==> src/rtl/nibble_serial_adder.sv <==
// nibble_serial_adder: multi-cycle WIDTH-bit adder built around one CLA4 slice.
// Each RUN cycle adds one nibble of the operands. The ripple carry is held in a
// register between nibbles. Valid/ready handshakes are used on both sides.
// WIDTH must be a multiple of 4 and at least 8.

// cla4: one 4-bit carry-lookahead slice.
// Outputs are the sum, the carry-out, the group propagate and the group generate.
module cla4 (
    input  logic [3:0] a,
    input  logic [3:0] b,
    input  logic       ci,
    output logic [3:0] s,
    output logic       co,
    output logic       pg,
    output logic       gg
);

    logic [3:0] p;
    logic [3:0] g;
    logic [4:0] c;

    // Bit propagate/generate terms and flattened lookahead carries.
    // Every carry is a two-level function of p, g and ci, with no ripple.
    always_comb begin
        p    = a ^ b;
        g    = a & b;
        c[0] = ci;
        c[1] = g[0] | (p[0] & ci);
        c[2] = g[1] | (p[1] & g[0]) | (p[1] & p[0] & ci);
        c[3] = g[2] | (p[2] & g[1]) | (p[2] & p[1] & g[0])
             | (p[2] & p[1] & p[0] & ci);
        c[4] = g[3] | (p[3] & g[2]) | (p[3] & p[2] & g[1])
             | (p[3] & p[2] & p[1] & g[0])
             | (p[3] & p[2] & p[1] & p[0] & ci);
        s    = p ^ c[3:0];
        co   = c[4];
        pg   = &p;
        gg   = g[3] | (p[3] & g[2]) | (p[3] & p[2] & g[1])
             | (p[3] & p[2] & p[1] & g[0]);
    end

endmodule

module nibble_serial_adder #(
    parameter int WIDTH = 16
) (
    input  logic             clk,
    input  logic             rst_n,
    input  logic             in_valid,
    output logic             in_ready,
    input  logic [WIDTH-1:0] a,
    input  logic [WIDTH-1:0] b,
    input  logic             ci,
    output logic             out_valid,
    input  logic             out_ready,
    output logic [WIDTH-1:0] sum,
    output logic             co,
    output logic             ovf,
    output logic             pg_all
);

    localparam int NIB   = WIDTH / 4;
    localparam int IDX_W = (NIB > 1) ? $clog2(NIB) : 1;
    localparam logic [IDX_W-1:0] IDX_LAST = IDX_W'(NIB - 1);

    typedef enum logic [1:0] {
        IDLE = 2'd0,
        RUN  = 2'd1,
        DONE = 2'd2
    } state_t;

    state_t state;
    state_t state_next;

    logic [IDX_W-1:0] idx;
    logic [WIDTH-1:0] a_reg;
    logic [WIDTH-1:0] b_reg;
    logic             carry_reg;
    logic             pg_acc;

    logic [3:0]       nib_a;
    logic [3:0]       nib_b;
    logic [3:0]       cla_s;
    logic             cla_co;
    logic             cla_pg;
    logic             cla_gg_unused;

    logic             accept;
    logic             run_step;
    logic             run_last;

    // The single lookahead slice works on the nibble selected by idx.
    cla4 u_cla4 (
        .a  (nib_a),
        .b  (nib_b),
        .ci (carry_reg),
        .s  (cla_s),
        .co (cla_co),
        .pg (cla_pg),
        .gg (cla_gg_unused)
    );

    // Select the current operand nibbles from the captured operands.
    always_comb begin
        nib_a = '0;
        nib_b = '0;
        for (int n = 0; n < NIB; n++) begin
            if (idx == IDX_W'(n)) begin
                nib_a = a_reg[n*4 +: 4];
                nib_b = b_reg[n*4 +: 4];
            end
        end
    end

    // Handshake decode and the next-state logic for the sequencer.
    always_comb begin
        state_next = state;
        in_ready   = 1'b0;
        out_valid  = 1'b0;
        accept     = 1'b0;
        run_step   = 1'b0;
        run_last   = 1'b0;
        case (state)
            IDLE: begin
                in_ready = 1'b1;
                if (in_valid) begin
                    accept     = 1'b1;
                    state_next = RUN;
                end
            end
            RUN: begin
                run_step = 1'b1;
                if (idx == IDX_LAST) begin
                    run_last   = 1'b1;
                    state_next = DONE;
                end
            end
            DONE: begin
                out_valid = 1'b1;
                if (out_ready) begin
                    state_next = IDLE;
                end
            end
            default: begin
                state_next = IDLE;
            end
        endcase
    end

    // State register. An asynchronous reset drops any operation in flight.
    always_ff @(posedge clk or negedge rst_n) begin
        if (!rst_n) begin
            state <= IDLE;
        end else begin
            state <= state_next;
        end
    end

    // Capture the operands on accept. They stay fixed until the next accept.
    always_ff @(posedge clk or negedge rst_n) begin
        if (!rst_n) begin
            a_reg <= '0;
            b_reg <= '0;
        end else if (accept) begin
            a_reg <= a;
            b_reg <= b;
        end
    end

    // Nibble index. It stops at the last nibble and is reset by the next accept.
    always_ff @(posedge clk or negedge rst_n) begin
        if (!rst_n) begin
            idx <= '0;
        end else if (accept) begin
            idx <= '0;
        end else if (run_step && !run_last) begin
            idx <= idx + 1'b1;
        end
    end

    // Ripple the carry between nibbles and fold the slice propagate into pg_acc.
    always_ff @(posedge clk or negedge rst_n) begin
        if (!rst_n) begin
            carry_reg <= 1'b0;
            pg_acc    <= 1'b1;
        end else if (accept) begin
            carry_reg <= ci;
            pg_acc    <= 1'b1;
        end else if (run_step) begin
            carry_reg <= cla_co;
            pg_acc    <= pg_acc & cla_pg;
        end
    end

    // Write each slice sum into its own nibble of the result register.
    always_ff @(posedge clk or negedge rst_n) begin
        if (!rst_n) begin
            sum <= '0;
        end else if (accept) begin
            sum <= '0;
        end else if (run_step) begin
            for (int n = 0; n < NIB; n++) begin
                if (idx == IDX_W'(n)) begin
                    sum[n*4 +: 4] <= cla_s;
                end
            end
        end
    end

    // Finalise the flags on the last nibble so they hold steady through DONE.
    // The carry into the MSB is a^b^s at that bit, so ovf is that value XOR co.
    always_ff @(posedge clk or negedge rst_n) begin
        if (!rst_n) begin
            co     <= 1'b0;
            ovf    <= 1'b0;
            pg_all <= 1'b0;
        end else if (accept) begin
            co     <= 1'b0;
            ovf    <= 1'b0;
            pg_all <= 1'b0;
        end else if (run_last) begin
            co     <= cla_co;
            ovf    <= a_reg[WIDTH-1] ^ b_reg[WIDTH-1] ^ cla_s[3] ^ cla_co;
            pg_all <= pg_acc & cla_pg;
        end
    end

endmodule

==> config.mk <==
export PLATFORM = sky130hd
export DESIGN_NAME = nibble_serial_adder
export DESIGN_NICKNAME = d
export VERILOG_FILES = /design/src/rtl/nibble_serial_adder.sv
export SDC_FILE = /design/constraint.sdc
export NUM_CORES = 1
export LEC_CHECK = 0
export BUFFER_PORTS_ARGS = -buffer_cell sky130_fd_sc_hd__buf_4
export CAP_MARGIN = 25
export CELL_PAD_IN_SITES_DETAIL_PLACEMENT = 1
export CELL_PAD_IN_SITES_GLOBAL_PLACEMENT = 1
export CORE_MARGIN = 10
export CORE_UTILIZATION = 46
export CTS_CLUSTER_SIZE = 40
export DETAILED_ROUTE_END_ITERATION = 6
export PLACE_DENSITY_LB_ADDON = 0.1
export SETUP_SLACK_MARGIN = 0.02
export SKIP_LAST_GASP = 1
export SLEW_MARGIN = 20
export SYNTH_ARGS = -nofsm -noshare
export SYNTH_HDL_FRONTEND = slang
export SYNTH_SLANG_ARGS = --single-unit
==> constraint.sdc <==
create_clock -name clk -period 4.8 [get_ports clk]
set_input_delay 0 -clock clk [delete_from_list [all_inputs] [get_ports clk]]
set_output_delay 0 -clock clk [all_outputs]
set_load 0.005 [all_outputs]
==> impl_metrics.py, run 1 <==
metrics = {
    "run_status": {
        "status": "finished, final reports clean",
    },
    "global_route": {
        "grt_use_total_pct": 18.27,
        "gr-total-overflow": 0,
        "antenna_found_initial": 0,
        "grt_pass1_wl_um": 14130,
        "first_global_vias": 2578,
        "grt_max_degree": 58,
    },
    "setup_path": {
        "critPathCaptureType": "flip-flop",
        "rrSetupSlack_ns": 1.48,
        "required_ns": 5.05,
        "r2r-end": "ovf$_DFFE_PN0P_",
        "start_kind": "flip-flop",
        "r2r_cells": 13,
        "cp.arrival_ns": 3.57,
        "path_class": "reg2reg",
        "critPathMaxFanout": 6,
        "r2r_start": "idx[0]$_DFFE_PN0P_",
    },
    "synth": {
        "synth_flop_cell": "dfrtp_1",
        "synth-edff-count": 0,
        "async_flop_share_pct": 100.0,
        "seq_area_frac_synth_pct": 51.33,
        "postSynthCellCount": 241,
        "ys_warn_count": 0,
        "synth_nets": 287,
        "syn-mean-instance-area_um2": 11.54,
        "yosysUniqueCellTypes": 38,
        "syn-cell-area_mm2": 0.002781,
        "synth-seq-cells": 57,
    },
    "detailed_routing": {
        "antenna_left": 0,
        "avgRoutedWirePerCell_um": 20.54,
        "via_per_inst": 5.445,
        "vias": 2238,
        "drt_iter0_drc": 68,
        "wl_um": 8442,
        "drc": 0,
        "firstDrtPassIters": 4,
    },
    "cells_and_area": {
        "regArea_mm2": 0.001428,
        "antennaDiodeCount": 0,
        "drive_gt1_share_pct": 25.89,
        "multi_input_area_mm2": 0.001255,
        "final_cell_mix": "buf_4 (57), dfrtp_1 (56), dlygate4sd3_1 (36)",
        "fill_cells": 613,
        "nNetsFinal": 377,
        "mostFrequentLayoutCell": "buf_4",
        "area_growth_pct": 36.12,
    },
    "sta": {
        "setup_viol": 0,
        "rsz0062_at_grt": "false",
        "fin_ws_ns": 1.482,
        "finalSetupTns_ns": 0,
        "whs_ns": 0.2515,
        "final.min_clock_period_ns": 3.318,
        "relSlewSlack_pct": 51.75,
        "clock.fmax_ghz": 0.3014,
        "fin_crit_sh_pct": 69.12,
        "slew_viol_final": 0,
        "worst_pin_slew_ns": 0.7237,
        "skew_ns": 0.008156,
        "hold_viol": 0,
    },
    "floorplanning": {
        "coreArea_mm2": 0.005886,
        "dieArea_mm2": 0.009557,
        "chipHeight_um": 97.76,
        "start_util_pct": 47.26,
        "ios": 58,
        "die_x_um": 97.76,
        "fp-row-count": 28,
    },
    "clock_tree": {
        "cts_tree": "built",
        "clock_sinks": 57,
        "numCtsBuffers": 9,
        "path_clk_slew_ns": 0.07,
        "clock_latency_ns": 0.34,
        "cts_root_buffer": "clkbuf_8",
        "cts_max_level": 3,
        "cts.path.max_buffers": 2,
    },
    "pwr": {
        "ir_worst_vdd_mv": 0.3682,
        "p_seq_share_pct": 31.8,
        "power.density_mw_per_mm2": 726.0,
        "pwr-share-comb_pct": 51.3,
        "switchingPower_uw": 1136,
        "pwr-share-clk_pct": 16.8,
        "leakage_uw": 0.001751,
        "p_int_uw": 1613,
        "total_power_uw": 2749,
        "p_sw_share_pct": 41.33,
    },
    "placement": {
        "gp_congestion": 0.8210,
        "dp_hpwl_um": 5288,
        "dp_worst_setup_slack_ns": 1.538,
        "io_buffers": 57,
    },
    "worst_hold_path": {
        "holdCritPathClass": "in2async",
    },
    "run": {
        "cap_violations": 0,
    },
}
-- cell usage after synthesis (2+ instances only) --
cell      count  area share [%]
dfrtp_1      56              50
mux2_1       24             9.7
nand2_1      19             2.6
nor2_1       19             2.6
a21oi_1      15             2.7
o21ai_0      14             2.5
a22o_1       10             3.1
ha_1          8             3.6
mux2_4        8             4.3
buf_2         7             1.3
a211oi_1      6             1.6
inv_1         6            0.81
a22oi_1       5             1.3
clkbuf_1      5            0.67
nand3b_1      5             1.3
mux2i_1       4             1.4
xnor2_1       4             1.3
and2_1        3            0.67
buf_6         2            0.81
nand2b_1      2            0.45
nor2b_1       2            0.45
-- logic make-up after synthesis --
family / Yosys count / share of synthesized area, %
XOR/XNOR: 4 / 1.259
multiplexers: 36 / 15.47
flip-flops: 57 / 51.33
adder cells (fa/ha/maj): 9 / 4.319
AO/OA/AOI/OAI: 58 / 14.30
AND/OR/NAND/NOR: 57 / 9.762
buffers and inverters: 20 / 3.554
-- critical path, cell delays in order (launching register included) --
cell	delay, ns
dfrtp_1	0.43
inv_1	0.14
ha_1	0.31
nor2b_1	0.31
a22oi_1	0.12
nor2_1	0.12
a21oi_1	0.05
o21ai_0	0.34
ha_1	0.34
a211oi_2	0.32
o21bai_4	0.14
xnor2_1	0.16
o211a_1	0.23
o31ai_2	0.22
-- per-stage QoR --
stage | util (%) | instances | cell area (um2)
2_1_floorplan | - | 241 | 2781
3_3_place_gp | 54.83 | 359 | 3227
3_5_place_dp | 54.83 | 359 | 3227
4_1_cts | 64.33 | 411 | 3786
5_1_grt | 64.33 | 411 | 3786
6_report | 64.33 | 411 | 3786
-- per-layer routing --
| layer | track usage (%) | up-vias | wire, um |
|---|---|---|---|
| met1 | 20.13 | 1138 | 3367 |
| met2 | 32.14 | 51 | 4492 |
| met4 | 8.054 | 0 | 189 |
| met3 | 5.004 | 16 | 393 |
| met5 | 0 | - | 0 |
| li1 | - | 1033 | - |
-- worst max-delay path by stage --
| stage | start | endpoint | slack, ns |
|---|---|---|---|
| finish | idx[0]$_DFFE_PN0P_ | ovf$_DFFE_PN0P_ | 1.48 |
| global route | idx[0]$_DFFE_PN0P_ | ovf$_DFFE_PN0P_ | 1.19 |
| CTS | idx[0]$_DFFE_PN0P_ | ovf$_DFFE_PN0P_ | 1.53 |
| detailed placement | idx[1]$_DFFE_PN0P_ | ovf$_DFFE_PN0P_ | 1.54 |
| global placement | idx[1]$_DFFE_PN0P_ | ovf$_DFFE_PN0P_ | 1.79 |
| floorplan | idx[0]$_DFFE_PN0P_ | ovf$_DFFE_PN0P_ | 1.96 |
-- final cells by class --
cell class,count,area share [%]
clock buffers,13,4.197
inverters,6,0.5948
repair buffers,93,20.82
multi-input cells,164,33.15
clock inverters,3,1.058
flip-flops and latches,57,37.71
well taps,75,2.479
-- power by group through the flow --
stage	Combinational, uW	Clock (uW)	Sequential (uW)
after CTS	1390	463	865
final	1410	463	875
after global placement	1290	0	862
after global routing	1570	493	899
after detailed placement	1360	0	870
after floorplan	1020	0	806
-- timing repair --
item,4_1_cts,5_1_grt
hold buffers,36,0
endpoints found under the setup margin,0,0
resized for setup,0,0
hold endpoints to repair,91,0
buffers inserted,0,0
No activity file was read; power rests on OpenSTA's default activity.
==> run 2, diff against run 1 <==
CORE_UTILIZATION = 43   (was 46)
clock period = 3.2 ns   (was 4.8 ns; I/O delays follow)
==> run 2 against run 1 <==
Die area up 5.5%. Register-to-register slack worse by 1.1 ns. Power is 48% higher. Final cell count rose by 0.97%. Critical path type unchanged. Largest power group unchanged.
==> impl_metrics.py, run 2 (synthesis gave the netlist of run 1 again) <==
metrics = {
    "clock_tree": {
        "cts.path.max_buffers": 2,
        "numCtsBuffers": 9,
        "clock_sinks": 57,
        "clock_latency_ns": 0.34,
        "cts_max_level": 3,
        "post_cts_buffers": 0,
        "path_clk_slew_ns": 0.07,
        "cts_tree": "built",
        "cts_root_buffer": "clkbuf_8",
    },
    "detailed_routing": {
        "wl_um": 7516,
        "firstDrtPassIters": 4,
        "via_per_inst": 5.181,
        "drt_iter0_drc": 62,
        "vias": 2150,
        "routed.top_layer": "met4",
        "drc": 0,
        "dr_wl_met3_um": 431,
        "antenna_left": 0,
        "avgRoutedWirePerCell_um": 18.11,
        "wl_met2_um": 3672,
        "wl_met1_um": 3265,
    },
    "cells_and_area": {
        "drive_gt1_share_pct": 26.92,
        "mostFrequentLayoutCell": "buf_4",
        "final_cell_mix": "buf_4 (60), dfrtp_1 (56), dlygate4sd3_1 (36)",
        "antennaDiodeCount": 0,
        "nNetsFinal": 380,
        "fill_cells": 662,
        "final_area_mm2": 0.003810,
        "area_growth_pct": 36.98,
        "fin_cells": 415,
    },
    "setup_path": {
        "cpPeakStageDelay_ns": 0.43,
        "critPathSlowestCell": "dfrtp_1",
        "path_cells": "inv_1 > ha_1 > nor2b_2 > a22oi_1 > nor2_1 > a21oi_1 > o21ai_1 > ha_1 > a211oi_2 > o21bai_4 > xnor2_1 > o211a_1 > o31ai_2",
        "start_kind": "flip-flop",
        "path_class": "reg2reg",
        "critPathMaxFanout": 5,
        "worst-path-buf-inv": 1,
        "cp.arrival_ns": 3.11,
        "critPathCaptureType": "flip-flop",
        "cpMostUsedCell": "ha_1",
        "required_ns": 3.45,
        "critPathTopFamily": "compound AO/OA/AOI/OAI gates",
    },
    "sta": {
        "finalSetupTns_ns": 0,
        "relSlewSlack_pct": 50.54,
        "setup_viol": 0,
        "hold_viol": 0,
        "fin_crit_sh_pct": 89.49,
        "clock.fmax_ghz": 0.3492,
        "slew_viol_final": 0,
        "rsz0062_at_grt": "false",
        "skew_ns": 0.009284,
        "fin_ws_ns": 0.3363,
        "worst_pin_slew_ns": 0.7419,
        "final.min_clock_period_ns": 2.864,
    },
    "global_route": {
        "grt_max_degree": 58,
        "antenna_found_initial": 0,
        "gr-total-overflow": 0,
        "grt_use_total_pct": 15.65,
        "first_global_vias": 2440,
        "grt_pass1_wl_um": 12550,
    },
    "pwr": {
        "total_power_uw": 4062,
        "ir_worst_vdd_mv": 0.4592,
        "power.density_mw_per_mm2": 1066,
        "pwr-share-clk_pct": 16.6,
        "leakage_uw": 0.001766,
        "pwr-share-comb_pct": 51.6,
        "switchingPower_uw": 1628,
        "p_sw_share_pct": 40.07,
        "p_seq_share_pct": 31.8,
        "p_int_uw": 2435,
    },
    "floorplanning": {
        "dieArea_mm2": 0.01009,
        "chipHeight_um": 100.4,
        "fp-row-count": 29,
        "coreArea_mm2": 0.006314,
        "die_x_um": 100.4,
        "ios": 58,
        "start_util_pct": 44.05,
    },
    "placement": {
        "dp_worst_setup_slack_ns": 0.1897,
        "dp_cells": 364,
        "placed_cell_area_mm2": 0.003252,
        "dp_hpwl_um": 5021,
        "io_buffers": 57,
        "gp_congestion": 0.7578,
    },
    "worst_hold_path": {
        "holdCritPathClass": "in2async",
    },
    "run_status": {
        "status": "finished, final reports clean",
    },
    "run": {
        "cap_violations": 0,
    },
}
## run 2: cell types whose count changed in the layout (fill, tap and decap cells not counted)
cell / before / now
buf_4: 57 / 60
nor2b_1: 2 / 1
o21ai_0: 14 / 12
o21ai_1: 1 / 3
clkbuf_1: 2 / 1
nor2b_2: 0 / 1
## run 2: stage by stage
step / utilization [%] / hold WS (ns)
floorplan: - / -0.2956
global route: 60.34 / 0.3411
detailed placement: 51.51 / 0.1112
finish: 60.34 / 0.2558
global placement: 51.51 / 0.1083
CTS: 60.31 / 0.2968
## run 2: area by class of cell
type | instances | area [um2] | area share [%]
Multi-Input combinational cell | 164 | 1257 | 33.01
Inverter | 6 | 22.52 | 0.5911
Clock inverter | 3 | 40.04 | 1.051
Tap cell | 77 | 96.34 | 2.529
Timing Repair Buffer | 96 | 810.8 | 21.28
Clock buffer | 12 | 155.1 | 4.072
Sequential cell | 57 | 1428 | 37.47
## run 2: routing by layer
| metal | track usage [%] | vias up |
|---|---|---|
| li1 | - | 1036 |
| met1 | 18.64 | 1040 |
| met2 | 25.62 | 59 |
| met3 | 4.808 | 15 |
| met4 | 6.413 | 0 |
| met5 | 0 | - |
## run 2: worst register-to-register path, cell delays in order (launching register included)
cell,delay (ns)
dfrtp_1,0.43
inv_1,0.10
ha_1,0.22
nor2b_2,0.18
a22oi_1,0.18
nor2_1,0.07
a21oi_1,0.13
o21ai_1,0.10
ha_1,0.35
a211oi_2,0.30
o21bai_4,0.14
xnor2_1,0.16
o211a_1,0.22
o31ai_2,0.20
## run 2: what timing repair did
item,4_1_cts,5_1_grt
endpoints found under the hold margin,91,0
gates resized for setup,0,3
hold buffers,36,0
endpoints found under the setup margin,0,11
## run 2: power groups by stage
stage	clock network (uW)	logic [uW]	registers, uW
2_1_floorplan	0	1530	1210
3_3_place_gp	0	2000	1300
3_5_place_dp	0	2070	1300
4_1_cts	682	2110	1290
5_1_grt	724	2360	1330
6_report	673	2100	1290
## run 2: worst paths after layout
kind,from,end,slack (ns),cells past startpoint
setup / recovery,idx[0]$_DFFE_PN0P_,ovf$_DFFE_PN0P_,0.34,13
hold / removal,rst_n,b_reg[12]$_DFFE_PN0P_,0.26,2
setup reg to reg,idx[0]$_DFFE_PN0P_,ovf$_DFFE_PN0P_,0.34,13
hold reg to reg,b_reg[13]$_DFFE_PN0P_,b_reg[13]$_DFFE_PN0P_,0.49,1
max in group asynchronous,rst_n,idx[1]$_DFFE_PN0P_,2.44,2
min in group clk,out_ready,state[1]$_DFFE_PN0P_,0.40,3
==> run 3, diff against run 2 <==
REMOVE_ABC_BUFFERS = 1   (was unset)
==> run 3 against run 2 <==
Via count is 0.65% higher. Clock skew hardly changed. Routed wire length is 4.2% lower. Worst setup slack worse by 0.048 ns. Sequential power hardly changed. Maximum frequency is 1.6% lower. Largest cell class unchanged. Global-route usage is 0.68 points lower. First-iteration DRC count is 8.1% higher. Die area stayed put. Clock power is 15% lower. Non-clock buffer count is 1 higher. Critical endpoint unchanged. Final cell count is 0.24% higher.
==> impl_metrics.py, run 3 (synthesis gave the netlist of run 1 again) <==
metrics = {
    "clock_tree": {
        "cts_tree": "built",
        "clock_sinks": 57,
        "cts_max_level": 3,
        "cts_root_buffer": "clkbuf_8",
        "path_clk_slew_ns": 0.06,
        "clock_latency_ns": 0.34,
        "cts.path.max_buffers": 2,
        "numCtsBuffers": 9,
    },
    "detailed_routing": {
        "drc": 0,
        "avgRoutedWirePerCell_um": 17.31,
        "antenna_left": 0,
        "drt_iter0_drc": 67,
        "wl_um": 7199,
        "via_per_inst": 5.202,
        "vias": 2164,
        "firstDrtPassIters": 4,
    },
    "floorplanning": {
        "die_x_um": 100.4,
        "fp-row-count": 29,
        "coreArea_mm2": 0.006314,
        "ios": 58,
        "dieArea_mm2": 0.01009,
        "start_util_pct": 44.05,
        "chipHeight_um": 100.4,
    },
    "pwr": {
        "p_int_uw": 2362,
        "p_seq_share_pct": 31.8,
        "switchingPower_uw": 1657,
        "pwr-share-comb_pct": 53.9,
        "pwr-share-clk_pct": 14.3,
        "p_sw_share_pct": 41.22,
        "leakage_uw": 0.001762,
        "ir_worst_vdd_mv": 0.4708,
        "power.density_mw_per_mm2": 1057,
        "total_power_uw": 4019,
    },
    "cells_and_area": {
        "area_growth_pct": 36.71,
        "final_cell_mix": "buf_4 (61), dfrtp_1 (56), dlygate4sd3_1 (36)",
        "fill_cells": 672,
        "nNetsFinal": 381,
        "mostFrequentLayoutCell": "buf_4",
        "antennaDiodeCount": 0,
        "drive_gt1_share_pct": 28.02,
    },
    "sta": {
        "worst_pin_slew_ns": 0.7124,
        "hold_viol": 0,
        "skew_ns": 0.009415,
        "finalSetupTns_ns": 0,
        "slew_viol_final": 0,
        "relSlewSlack_pct": 52.51,
        "setup_viol": 0,
        "clock.fmax_ghz": 0.3435,
        "rsz0062_at_grt": "false",
        "final.min_clock_period_ns": 2.912,
        "fin_crit_sh_pct": 90.99,
    },
    "setup_path": {
        "path_class": "reg2reg",
        "critPathCaptureType": "flip-flop",
        "required_ns": 3.45,
        "critPathMaxFanout": 5,
        "start_kind": "flip-flop",
        "cp.arrival_ns": 3.16,
    },
    "placement": {
        "dp_hpwl_um": 5099,
        "io_buffers": 57,
        "gp_congestion": 0.7743,
    },
    "global_route": {
        "grt_max_degree": 58,
        "antenna_found_initial": 0,
        "grt_pass1_wl_um": 12070,
        "grt_use_total_pct": 14.97,
        "first_global_vias": 2379,
        "gr-total-overflow": 0,
    },
    "run_status": {
        "status": "finished, final reports clean",
    },
    "run": {
        "cap_violations": 0,
    },
    "worst_hold_path": {
        "holdCritPathClass": "in2async",
    },
}
==> run 3: area by class of cell <==
cell class	count	area [um2]	share of cell area (%)
timing repair buffer	97	818.3	21.52
clock buffer	11	141.4	3.718
tap	77	96.34	2.534
multi-input combinational	164	1276	33.56
clock inverter	4	20.02	0.5265
sequential	57	1428	37.55
inverter	6	22.52	0.5923
==> run 3: power by group through the flow <==
stage	combinational (uW)	clock, uW	sequential, uW
floorplan	1470	0	1220
global placement	2030	0	1280
detailed placement	2100	0	1290
CTS	2150	588	1280
global route	2430	622	1320
finish	2170	573	1280
==> run 3: worst paths after layout <==
kind                                     from                   end  slack, ns  cells after the start
max in group asynchronous               rst_n    sum[0]$_DFFE_PN0P_       2.47                      2
min in group clk                    out_ready  state[1]$_DFFE_PN0P_       0.41                      3
hold / removal                          rst_n        co$_DFFE_PN0P_       0.26                      2
setup reg to reg           idx[0]$_DFFE_PN0P_       ovf$_DFFE_PN0P_       0.29                     13
setup / recovery           idx[0]$_DFFE_PN0P_       ovf$_DFFE_PN0P_       0.29                     13
hold reg to reg            pg_all$_DFFE_PN0P_    pg_all$_DFFE_PN0P_       0.49                      2
==> run 3: worst max-delay path, stage by stage (launching register included) <==
cell and delay, ns:
dfrtp_1 0.42, inv_1 0.10, ha_1 0.22, nor2b_2 0.18
a22oi_1 0.19, nor2_1 0.07, a21oi_1 0.16, o21ai_2 0.09
ha_1 0.36, a211oi_4 0.29, o21bai_4 0.13, xnor2_1 0.17
o211a_1 0.24, o31ai_2 0.20
==> run 3: stage by stage <==
stage	worst slack (ns)	instance area [um2]	hold WS [ns]	instances	utilization [%]
after floorplan	0.3946	2705	-0.2956	227	-
after global routing	0.07160	3802	0.3365	416	60.23
after detailed placement	0.1033	3259	0.1074	365	51.63
after global placement	0.3191	3259	0.1072	365	51.63
after CTS	0.04408	3781	0.2800	416	59.89
final	0.2884	3802	0.2638	416	60.23
==> run 3: layer usage <==
metal / global-route usage, % / vias to the layer above / share of wire [%]
met5: 0 / - / 0
met4: 5.435 / 0 / 1.2
met3: 5.769 / 12 / 5.8
met2: 24.23 / 49 / 49
met1: 17.63 / 1068 / 44
li1: - / 1035 / -
==> run 3: repair_timing <==
action,4_1_cts,5_1_grt
buffers inserted,0,0
endpoints found under the setup margin,0,11
gates resized for setup,0,7
hold buffers,36,0
hold endpoints to repair,91,0
